--- config.mk ---
export PLATFORM = sky130hd
export DESIGN_NAME = load_store_unit
export DESIGN_NICKNAME = d
export VERILOG_FILES = /design/src/rtl/load_store_unit.sv
export SDC_FILE = /design/constraint.sdc
export NUM_CORES = 1
export LEC_CHECK = 0
export ABC_AREA = 1
export BUFFER_PORTS_ARGS = -buffer_cell sky130_fd_sc_hd__buf_2
export CAP_MARGIN = 20
export CORE_MARGIN = 2
export CORE_UTILIZATION = 58
export CTS_BUF_LIST = sky130_fd_sc_hd__clkbuf_4 sky130_fd_sc_hd__clkbuf_8
export CTS_CLUSTER_DIAMETER = 100
export DETAILED_ROUTE_END_ITERATION = 8
export GPL_TIMING_DRIVEN = 0
export PLACE_DENSITY_LB_ADDON = 0.2
export SLEW_MARGIN = 20
export SYNTH_ARGS = -nofsm -noshare
export SYNTH_HDL_FRONTEND = slang
export SYNTH_SLANG_ARGS = --single-unit
--- constraint.sdc ---
create_clock -name clk -period 2.1 [get_ports clk]
set_input_delay 0.42 -clock clk [delete_from_list [all_inputs] [get_ports clk]]
set_output_delay 0.42 -clock clk [all_outputs]
set_load 0.05 [all_outputs]
--- src/rtl/load_store_unit.sv ---
// load_store_unit
// Executes one RV32 load or store per start pulse through a simple
// request/acknowledge memory port.
//
// Ports
//   clk, rst          clock (rising edge) and asynchronous active-low reset
//   start             one-cycle request, sampled only while idle
//   is_load, is_store operation select (exactly one must be set)
//   funct3            access width / sign (b, h, w, bu, hu)
//   base, imm32       effective address operands, ea = base + imm32
//   store_data        rs2 value for stores
//   mem_req..mem_wdata memory request channel, held stable while requesting
//   mem_ack,mem_rdata memory response, sampled only while requesting
//   busy, done, err   status; err qualifies the one-cycle done pulse
//   load_data         extended load result, held until the next done
module load_store_unit #(
   parameter int TIMEOUT = 255
) (
   input  logic        clk,
   input  logic        rst,
   input  logic        start,
   input  logic        is_load,
   input  logic        is_store,
   input  logic [2:0]  funct3,
   input  logic [31:0] base,
   input  logic [31:0] imm32,
   input  logic [31:0] store_data,
   output logic        mem_req,
   output logic        mem_we,
   output logic [31:0] mem_addr,
   output logic [3:0]  mem_be,
   output logic [31:0] mem_wdata,
   input  logic        mem_ack,
   input  logic [31:0] mem_rdata,
   output logic        busy,
   output logic        done,
   output logic        err,
   output logic [31:0] load_data
);

   typedef enum logic [1:0] {
      IDLE = 2'd0,
      REQ  = 2'd1,
      FIN  = 2'd2
   } state_t;

   localparam logic [7:0] LAST_CNT = 8'(TIMEOUT - 1);

   state_t      state_q, state_d;
   logic [1:0]  lane_q, lane_d;
   logic [2:0]  funct3_q, funct3_d;
   logic        mem_we_q, mem_we_d;
   logic [31:0] mem_addr_q, mem_addr_d;
   logic [3:0]  mem_be_q, mem_be_d;
   logic [31:0] mem_wdata_q, mem_wdata_d;
   logic [31:0] load_data_q, load_data_d;
   logic        err_q, err_d;
   logic [7:0]  cnt_q, cnt_d;

   logic [31:0] ea;
   logic        illegal, misaligned;
   logic [3:0]  st_be;
   logic [31:0] st_wdata;
   logic [31:0] rd_shift;

   assign ea = base + imm32;

   // Decode checks use the live inputs since they are only consulted in IDLE.
   always_comb begin
      illegal = (is_load == is_store);
      if (is_load && !(funct3 inside {3'b000, 3'b001, 3'b010, 3'b100, 3'b101}))
         illegal = 1'b1;
      if (is_store && !(funct3 inside {3'b000, 3'b001, 3'b010}))
         illegal = 1'b1;
      misaligned = ((funct3[1:0] == 2'b01) && ea[0]) ||
                   ((funct3[1:0] == 2'b10) && (ea[1:0] != 2'b00));
   end

   // Store lane placement: the datum is replicated so every lane carries it
   // and the byte enables pick out the addressed one.
   always_comb begin
      st_be    = 4'b1111;
      st_wdata = store_data;
      case (funct3[1:0])
         2'b00: begin
            st_be    = 4'b0001 << ea[1:0];
            st_wdata = {4{store_data[7:0]}};
         end
         2'b01: begin
            st_be    = 4'b0011 << ea[1:0];
            st_wdata = {2{store_data[15:0]}};
         end
         default: ;
      endcase
   end

   // Bring the addressed lane down to bit 0 for extraction.
   assign rd_shift = mem_rdata >> {lane_q, 3'b000};

   always_comb begin
      state_d     = state_q;
      lane_d      = lane_q;
      funct3_d    = funct3_q;
      mem_we_d    = mem_we_q;
      mem_addr_d  = mem_addr_q;
      mem_be_d    = mem_be_q;
      mem_wdata_d = mem_wdata_q;
      load_data_d = load_data_q;
      err_d       = err_q;
      cnt_d       = cnt_q;
      case (state_q)
         IDLE: begin
            if (start) begin
               lane_d      = ea[1:0];
               funct3_d    = funct3;
               mem_we_d    = is_store;
               mem_addr_d  = {ea[31:2], 2'b00};
               mem_be_d    = is_store ? st_be : 4'b0000;
               mem_wdata_d = st_wdata;
               cnt_d       = 8'd0;
               err_d       = illegal || misaligned;
               state_d     = (illegal || misaligned) ? FIN : REQ;
            end
         end
         REQ: begin
            if (mem_ack) begin
               if (!mem_we_q) begin
                  case (funct3_q)
                     3'b000:  load_data_d = {{24{rd_shift[7]}}, rd_shift[7:0]};
                     3'b001:  load_data_d = {{16{rd_shift[15]}}, rd_shift[15:0]};
                     3'b100:  load_data_d = {24'd0, rd_shift[7:0]};
                     3'b101:  load_data_d = {16'd0, rd_shift[15:0]};
                     default: load_data_d = mem_rdata;
                  endcase
               end
               err_d   = 1'b0;
               state_d = FIN;
            end else if (cnt_q == LAST_CNT) begin
               // An ack in the final allowed cycle still wins over the timeout.
               err_d   = 1'b1;
               state_d = FIN;
            end else begin
               cnt_d = cnt_q + 8'd1;
            end
         end
         FIN: begin
            state_d = IDLE;
         end
         default: begin
            state_d = IDLE;
         end
      endcase
   end

   always_ff @(posedge clk or negedge rst) begin
      if (!rst) begin
         state_q     <= IDLE;
         lane_q      <= 2'b00;
         funct3_q    <= 3'b000;
         mem_we_q    <= 1'b0;
         mem_addr_q  <= 32'd0;
         mem_be_q    <= 4'b0000;
         mem_wdata_q <= 32'd0;
         load_data_q <= 32'd0;
         err_q       <= 1'b0;
         cnt_q       <= 8'd0;
      end else begin
         state_q     <= state_d;
         lane_q      <= lane_d;
         funct3_q    <= funct3_d;
         mem_we_q    <= mem_we_d;
         mem_addr_q  <= mem_addr_d;
         mem_be_q    <= mem_be_d;
         mem_wdata_q <= mem_wdata_d;
         load_data_q <= load_data_d;
         err_q       <= err_d;
         cnt_q       <= cnt_d;
      end
   end

   // Status decodes straight from the state register so a reset drops
   // mem_req and busy immediately.
   assign mem_req   = (state_q == REQ);
   assign busy      = (state_q != IDLE);
   assign done      = (state_q == FIN);
   assign err       = (state_q == FIN) && err_q;
   assign mem_we    = mem_we_q;
   assign mem_addr  = mem_addr_q;
   assign mem_be    = mem_be_q;
   assign mem_wdata = mem_wdata_q;
   assign load_data = load_data_q;

endmodule

==> results.yml, run 1 <==
outcome:
  status: "completed"
setup_path:
  setup.worst_path.start_class: "input pin"
  cp_data_arrival_time_ns: 2.21
  worst_setup_path_end_kind: "flip-flop"
  critPathKind: "in2reg"
  crit_path_max_fanout: 4
  crit_required_ns: 2.46
synth:
  arithmetic_cell_share_of_the_synthesized_area_counting_full_adders_half_adders_and_majority_gates: 0.0559
  synthXorXnorAreaFrac: 0.0215
  synth_edf_count: 0
  synth.area.mux_share: 0
  ys_seq_area_frac: 0.372
  post_syn_instances: 1141
  synthesis.yosys.warnings: 0
  async_s_r_ff_share_synth: 1.00
  synth_cell_types: 42
  synth.top_cells.by_area: "sky130_fd_sc_hd__dfrtp_1 (37%), sky130_fd_sc_hd__nand2_1 (19%), sky130_fd_sc_hd__inv_1 (7.9%), sky130_fd_sc_hd__a21oi_1 (5.4%), sky130_fd_sc_hd__ha_1 (5.3%)"
  synthDominantAreaCellType: "sky130_fd_sc_hd__dfrtp_1"
  ranking_of_synthesized_cells_by_instance_count: "sky130_fd_sc_hd__nand2_1 (394), sky130_fd_sc_hd__inv_1 (164), sky130_fd_sc_hd__dfrtp_1 (115), sky130_fd_sc_hd__a21oi_1 (84), sky130_fd_sc_hd__o21ai_0 (72)"
  post-synth-top-count-cell: "sky130_fd_sc_hd__nand2_1"
  synth_top_family_by_area: "simple AND/OR/NAND/NOR gates"
  register_bit_count_reported_by_yosys: 115
  yosys.area.top_type_share: 0.372
  postSynth.topFlopCell: "sky130_fd_sc_hd__dfrtp_1"
  avg_cell_area_syn_um2: 6.79
  synthSimpleGateAreaFrac: 0.291
  syn-cell-area_um2: 7740
  synth-compound-area-share: 0.149
clock_network:
  clock_latency_ns: 0.44
  path_clk_slew_ns: 0.07
  clkSinkCount: 115
  clock_tree.buffer_depth: 2
  post_cts.repair.setup_buffers: 0
  clock-root-buffer: "sky130_fd_sc_hd__clkbuf_8"
  tritoncts_clock_tree: "done"
  cts.htree.levels: 4
  cts_buffers: 17
power:
  swShare: 0.503
  powerDensity_nw_per_um2: 1190
  power_report.internal_total_mw: 5.70
  combinationalPowerShare: 0.513
  power_switching_mw: 5.76
  power.sequential.fraction: 0.295
  leakage_nw: 5.52
  clock_power_share: 0.193
  max-vdd-ir-drop_v: 0.000508
sta:
  final.setup.worst_slack_ns: 0.243
  worst-slew-pin-transition_ns: 0.573
  maxClockFrequency_mhz: 539
  timing.clock.skew_ns: 0.00945
  hold_violations: 0
  rsz0062_at_grt: "false"
  fin_crit_sh: 0.884
  drv_slew: 0
  maxSlewHeadroom: 0.618
  final.min_clock_period_ns: 1.86
  setup_tns_ns: 0
  final-setup-viol-count: 0
place:
  dp.final_hpwl_um: 18000
  io_buffers: 239
  preCtsSetupSlack_ns: -0.176
  place.gp.congestion: 0.984
routing:
  number_of_nets_still_failing_antenna_checks_after_routing: 0
  drt_drc_violations_left: 0
  first_pass_iters: 5
  route.detailed.vias_per_inst: 5.29
  detailedRoute.firstIterationViolations: 701
  detailroute.via_count: 8417
  postRouteWirelength_um: 22700
  routed_wire_length_per_instance_um: 14.3
global_route:
  wire_length_of_the_first_global_routing_pass_um: 36500
  globalRouteOverflowTotal: 0
  gr-usage-all-layers: 0.320
  number_of_antenna_violations_at_the_first_check_in_global_routing: 0
  grt_pass1_vias: 7748
  grt_start_max_net_pins: 83
layout:
  diode_count: 0
  finish.net_count: 1573
  n_fill_cell: 1135
  area_growth_syn_to_layout_pct: 24.4
  layout-drive-gt1-share: 0.223
die:
  io_pins: 242
  chipWidth_um: 120
  die_area_um2: 14300
  floorplan.die.height_um: 120
  effective_utilization_at_floorplan: 0.590
  design.core.area_um2: 13100
  rows: 42
hold_path:
  kind_of_path_behind_the_tightest_hold_check: "in2reg"
flow_run:
  drv_cap: 0
## logic make-up (layout without fill, tap and decap cells)
| family | after synthesis | count (layout) |
|---|---|---|
| AO/OA/AOI/OAI | 209 | 209 |
| other | 1 | 2 |
| buffers and inverters | 210 | 482 |
| AND/OR/NAND/NOR | 553 | 553 |
| adder cells (fa/ha/maj) | 34 | 34 |
| flip-flops | 115 | 115 |
| XOR/XNOR | 19 | 19 |
## cell usage in the layout (no fill, tap or decap), drive strengths merged, types with 2 or more instances in the layout
cell      count
dfrtp       115
o31ai         4
o21bai        3
a211oi        2
xor2          4
a21o          2
o22ai        24
nand3b        4
clkinv        6
clkinvlp      2
bufinv        4
inv         172
o221ai        7
nand2       399
ha           33
o21ai        77
nor2         72
nand4         3
nand3        59
a21oi        87
xnor2        15
nor3         13
buf         260
conb          2
clkbuf       37
## metal layers
layer	track usage	vias up	wire length, µm
met4	0.151	0	905
met2	0.552	377	10900
met1	0.402	3811	9400
met3	0.0342	67	1490
li1	-	4162	-
met5	0	-	0
## worst max-delay path: stages
cell and delay [ns]:
sky130_fd_sc_hd__buf_2 0.10, sky130_fd_sc_hd__ha_1 0.22, sky130_fd_sc_hd__fa_1 0.47, sky130_fd_sc_hd__nand3_1 0.12, sky130_fd_sc_hd__nand3_1 0.14, sky130_fd_sc_hd__a21oi_1 0.28, sky130_fd_sc_hd__o21ai_0 0.18, sky130_fd_sc_hd__nand2_1 0.10
sky130_fd_sc_hd__nand2_1 0.04, sky130_fd_sc_hd__o21ai_0 0.14
## stage by stage
stage                      util  instances  hold slack (ns)  total power [mW]  area (µm²)
after floorplan               -       1142            0.124              7.67        7750
after global routing      0.733       1590            0.223              12.1        9630
after CTS                 0.733       1590            0.217              11.5        9630
after detailed placement  0.700       1558            0.330              9.25        9200
after global placement    0.698       1557            0.452              9.14        9170
final                     0.733       1590            0.227              11.5        9630
## sequential cells by signal (all words and copies together), names as in the netlist
| name | cells |
|---|---|
| cnt_q | 8 |
| err_q | 1 |
| funct3_q | 3 |
| lane_q | 2 |
| load_data | 32 |
| mem_addr | 30 |
| mem_be | 4 |
| mem_wdata | 32 |
| mem_we | 1 |
| state_q | 2 |
## final cells by class
type                    count  area [µm²]  share of cell area
multi-input cells         817        4020               0.417
flip-flops and latches    115        2880               0.299
repair buffers            241        1240               0.129
inverters                 173         654              0.0679
clock buffers              20         263              0.0273
well taps                 176         220              0.0229
plain buffers              37         200              0.0208
clock inverters            11         160              0.0166
## repair_timing
item	in CTS	in global routing
gates resized for setup	0	0
hold buffers	1	0
endpoints found under the hold margin	33	0
## path summary, 6_finish.rpt
path                                       to  depth (start not counted)  slack [ns]           start
max in group asynchronous        mem_addr[16]                          3        0.96             rst
min in group asynchronous       load_data[30]                          2        0.44             rst
worst min-delay path            mem_wdata[16]                          3        0.23  store_data[16]
worst max register to register   mem_addr[30]                          6        0.30      state_q[1]
worst min register to register   mem_addr[19]                          2        0.47    mem_addr[19]
worst max-delay path             mem_addr[16]                         10        0.24         base[0]
## power groups by stage
stage	Combinational [mW]	Sequential (mW)	Clock, mW
after global routing	6.26	3.46	2.34
after detailed placement	5.85	3.40	0
final	5.88	3.38	2.21
after floorplan	1.85	5.82	0
after CTS	5.87	3.37	2.22
after global placement	5.77	3.37	0
(Power assumes the default switching activity.)
==> run 2, diff against run 1 <==
Settings changed: CORE_UTILIZATION 58 to 36.
==> run 2 against run 1 <==
Compared with the run above:
- sequential power about the same
- clock power about the same
- worst setup slack got worse by 0.053 ns
- routed wire length increased by 8.1%
- die area increased by 59%
- first-iteration DRC count decreased by 48%
- critical path type unchanged
==> results.yml, run 2 (synthesized netlist as in run 1, its figures left out) <==
outcome:
  status: "completed"
global_route:
  grt_start_max_net_pins: 65
  wire_length_of_the_first_global_routing_pass_um: 39100
  gr-usage-all-layers: 0.219
  globalRouteOverflowTotal: 0
  grt_pass1_vias: 7670
  number_of_antenna_violations_at_the_first_check_in_global_routing: 0
die:
  effective_utilization_at_floorplan: 0.367
  chipWidth_um: 151
  die_area_um2: 22700
  rows: 53
  design.core.area_um2: 21100
  io_pins: 242
  floorplan.die.height_um: 151
sta:
  fin_crit_sh: 0.909
  maxSlewHeadroom: 0.562
  timing.clock.skew_ns: 0.00771
  drv_slew: 0
  hold_ws_ns: 0.244
  final-setup-viol-count: 0
  worst-slew-pin-transition_ns: 0.657
  rsz0062_at_grt: "false"
  final.min_clock_period_ns: 1.91
  setup_tns_ns: 0
  maxClockFrequency_mhz: 524
  hold_violations: 0
clock_network:
  path_clk_slew_ns: 0.07
  clock_latency_ns: 0.42
  post_cts.repair.setup_buffers: 0
  clock-root-buffer: "sky130_fd_sc_hd__clkbuf_8"
  clkSinkCount: 115
  cts_resized: 0
  cts_buffers: 17
  clock_tree.buffer_depth: 2
  tritoncts_clock_tree: "done"
  cts.htree.levels: 4
  holdBufCountCts: 1
routing:
  drt_drc_violations_left: 0
  postRouteWirelength_um: 24600
  detailedRoute.firstIterationViolations: 367
  number_of_nets_still_failing_antenna_checks_after_routing: 0
  routed_wire_length_per_instance_um: 14.5
  route.detailed.vias_per_inst: 4.78
  first_pass_iters: 5
  detailroute.via_count: 8084
setup_path:
  cp_data_arrival_time_ns: 2.25
  ff2ff_setup_slack_ns: 0.32
  worst_r2r_path_depth: 6
  setup.worst_path.start_class: "input pin"
  crit_required_ns: 2.44
  worst_setup_path_end_kind: "flip-flop"
  setup.worst_path.end: "mem_addr[16]"
  crit_path_max_fanout: 4
  timing.rr.end: "mem_addr[26]"
  rr_startpoint: "state_q[1]"
  critPathMaxStageDelay_ns: 0.46
  critPathKind: "in2reg"
  beginning_of_the_critical_path: "base[0]"
  critical_path.cell_chain: "buf_2 -> ha_1 -> fa_1 -> nand3_1 -> nand3_1 -> a21oi_1 -> o21ai_0 -> nand2_1 -> nand2_1 -> o21ai_0"
  worst_path_max_delay_cell: "sky130_fd_sc_hd__fa_1"
layout:
  mostFrequentLayoutCells: "sky130_fd_sc_hd__nand2_1 (394), sky130_fd_sc_hd__buf_2 (248), sky130_fd_sc_hd__inv_1 (164), sky130_fd_sc_hd__dfrtp_1 (115), sky130_fd_sc_hd__a21oi_1 (84)"
  layout-drive-gt1-share: 0.223
  layout.cells.most_common: "sky130_fd_sc_hd__nand2_1"
  final_core_util: 0.463
  finish.net_count: 1573
  area_growth_syn_to_layout_pct: 26.0
power:
  powerDensity_nw_per_um2: 1180
  clock_power_share: 0.195
  leakage_nw: 5.52
  total_power_mw: 11.5
  power_report.internal_total_mw: 5.70
  max-vdd-ir-drop_v: 0.000413
  combinationalPowerShare: 0.512
  power_switching_mw: 5.78
  swShare: 0.503
  power.sequential.fraction: 0.293
place:
  dp.final_hpwl_um: 19600
  io_buffers: 239
  place.gp.congestion: 0.877
flow_run:
  drv_cap: 0
hold_path:
  kind_of_path_behind_the_tightest_hold_check: "in2reg"
  hold_path.startpoint: "store_data[20]"
run 2: cell types whose count changed in the layout (fill, tap and decap cells not counted), sizes merged:
cell,before,now
diode,0,1
run 2: routing by layer:
metal,vias to the layer above,GRT usage,share of wire
li1,4171,-,-
met1,3677,0.285,0.44
met2,210,0.376,0.49
met3,26,0.0297,0.048
met4,0,0.0673,0.017
met5,-,0,0
run 2: worst min-delay path by stage:
stage | end | slack (ns) | cells past startpoint
final | mem_wdata[20] | 0.24 | 3
after global routing | mem_wdata[16] | 0.22 | 3
after CTS | mem_wdata[16] | 0.22 | 3
after detailed placement | mem_wdata[25] | 0.42 | 1
after global placement | mem_wdata[3] | 0.45 | 2
after floorplan | cnt_q[0] | 0.12 | 0
run 2: worst max-delay path, delay by kind of cell:
family                     cells  cell delay [ns]
AOI/OAI and AO/OA              3             0.63
adders and majority gates      2             0.68
buffers and inverters          1             0.10
and+or+nand+nor                4             0.42
run 2: through the flow:
step                std cells  setup slack, ns  area (µm²)
finish                   1690            0.190        9760
global placement         1656           -0.895        9290
CTS                      1689            0.228        9760
floorplan                1142            0.233        7750
global route             1689           0.0958        9760
detailed placement       1657           -0.228        9320
run 2: layout make-up:
cell class | count | area (µm²)
Fill cell | 2244 | 11300
Multi-Input combinational cell | 817 | 4020
Sequential cell | 115 | 2880
Timing Repair Buffer | 241 | 1240
Inverter | 173 | 654
Tap cell | 275 | 344
Clock buffer | 20 | 263
Buffer | 37 | 200
Clock inverter | 11 | 160
Antenna cell | 1 | 2.50
run 2: power by group through the flow:
stage                     sequential (mW)  combinational [mW]  clock (mW)
final                                3.36                5.88        2.24
after global routing                 3.45                6.33        2.40
after CTS                            3.37                5.93        2.29
after detailed placement             3.40                5.92           0
after global placement               3.38                5.87           0
after floorplan                      5.82                1.85           0
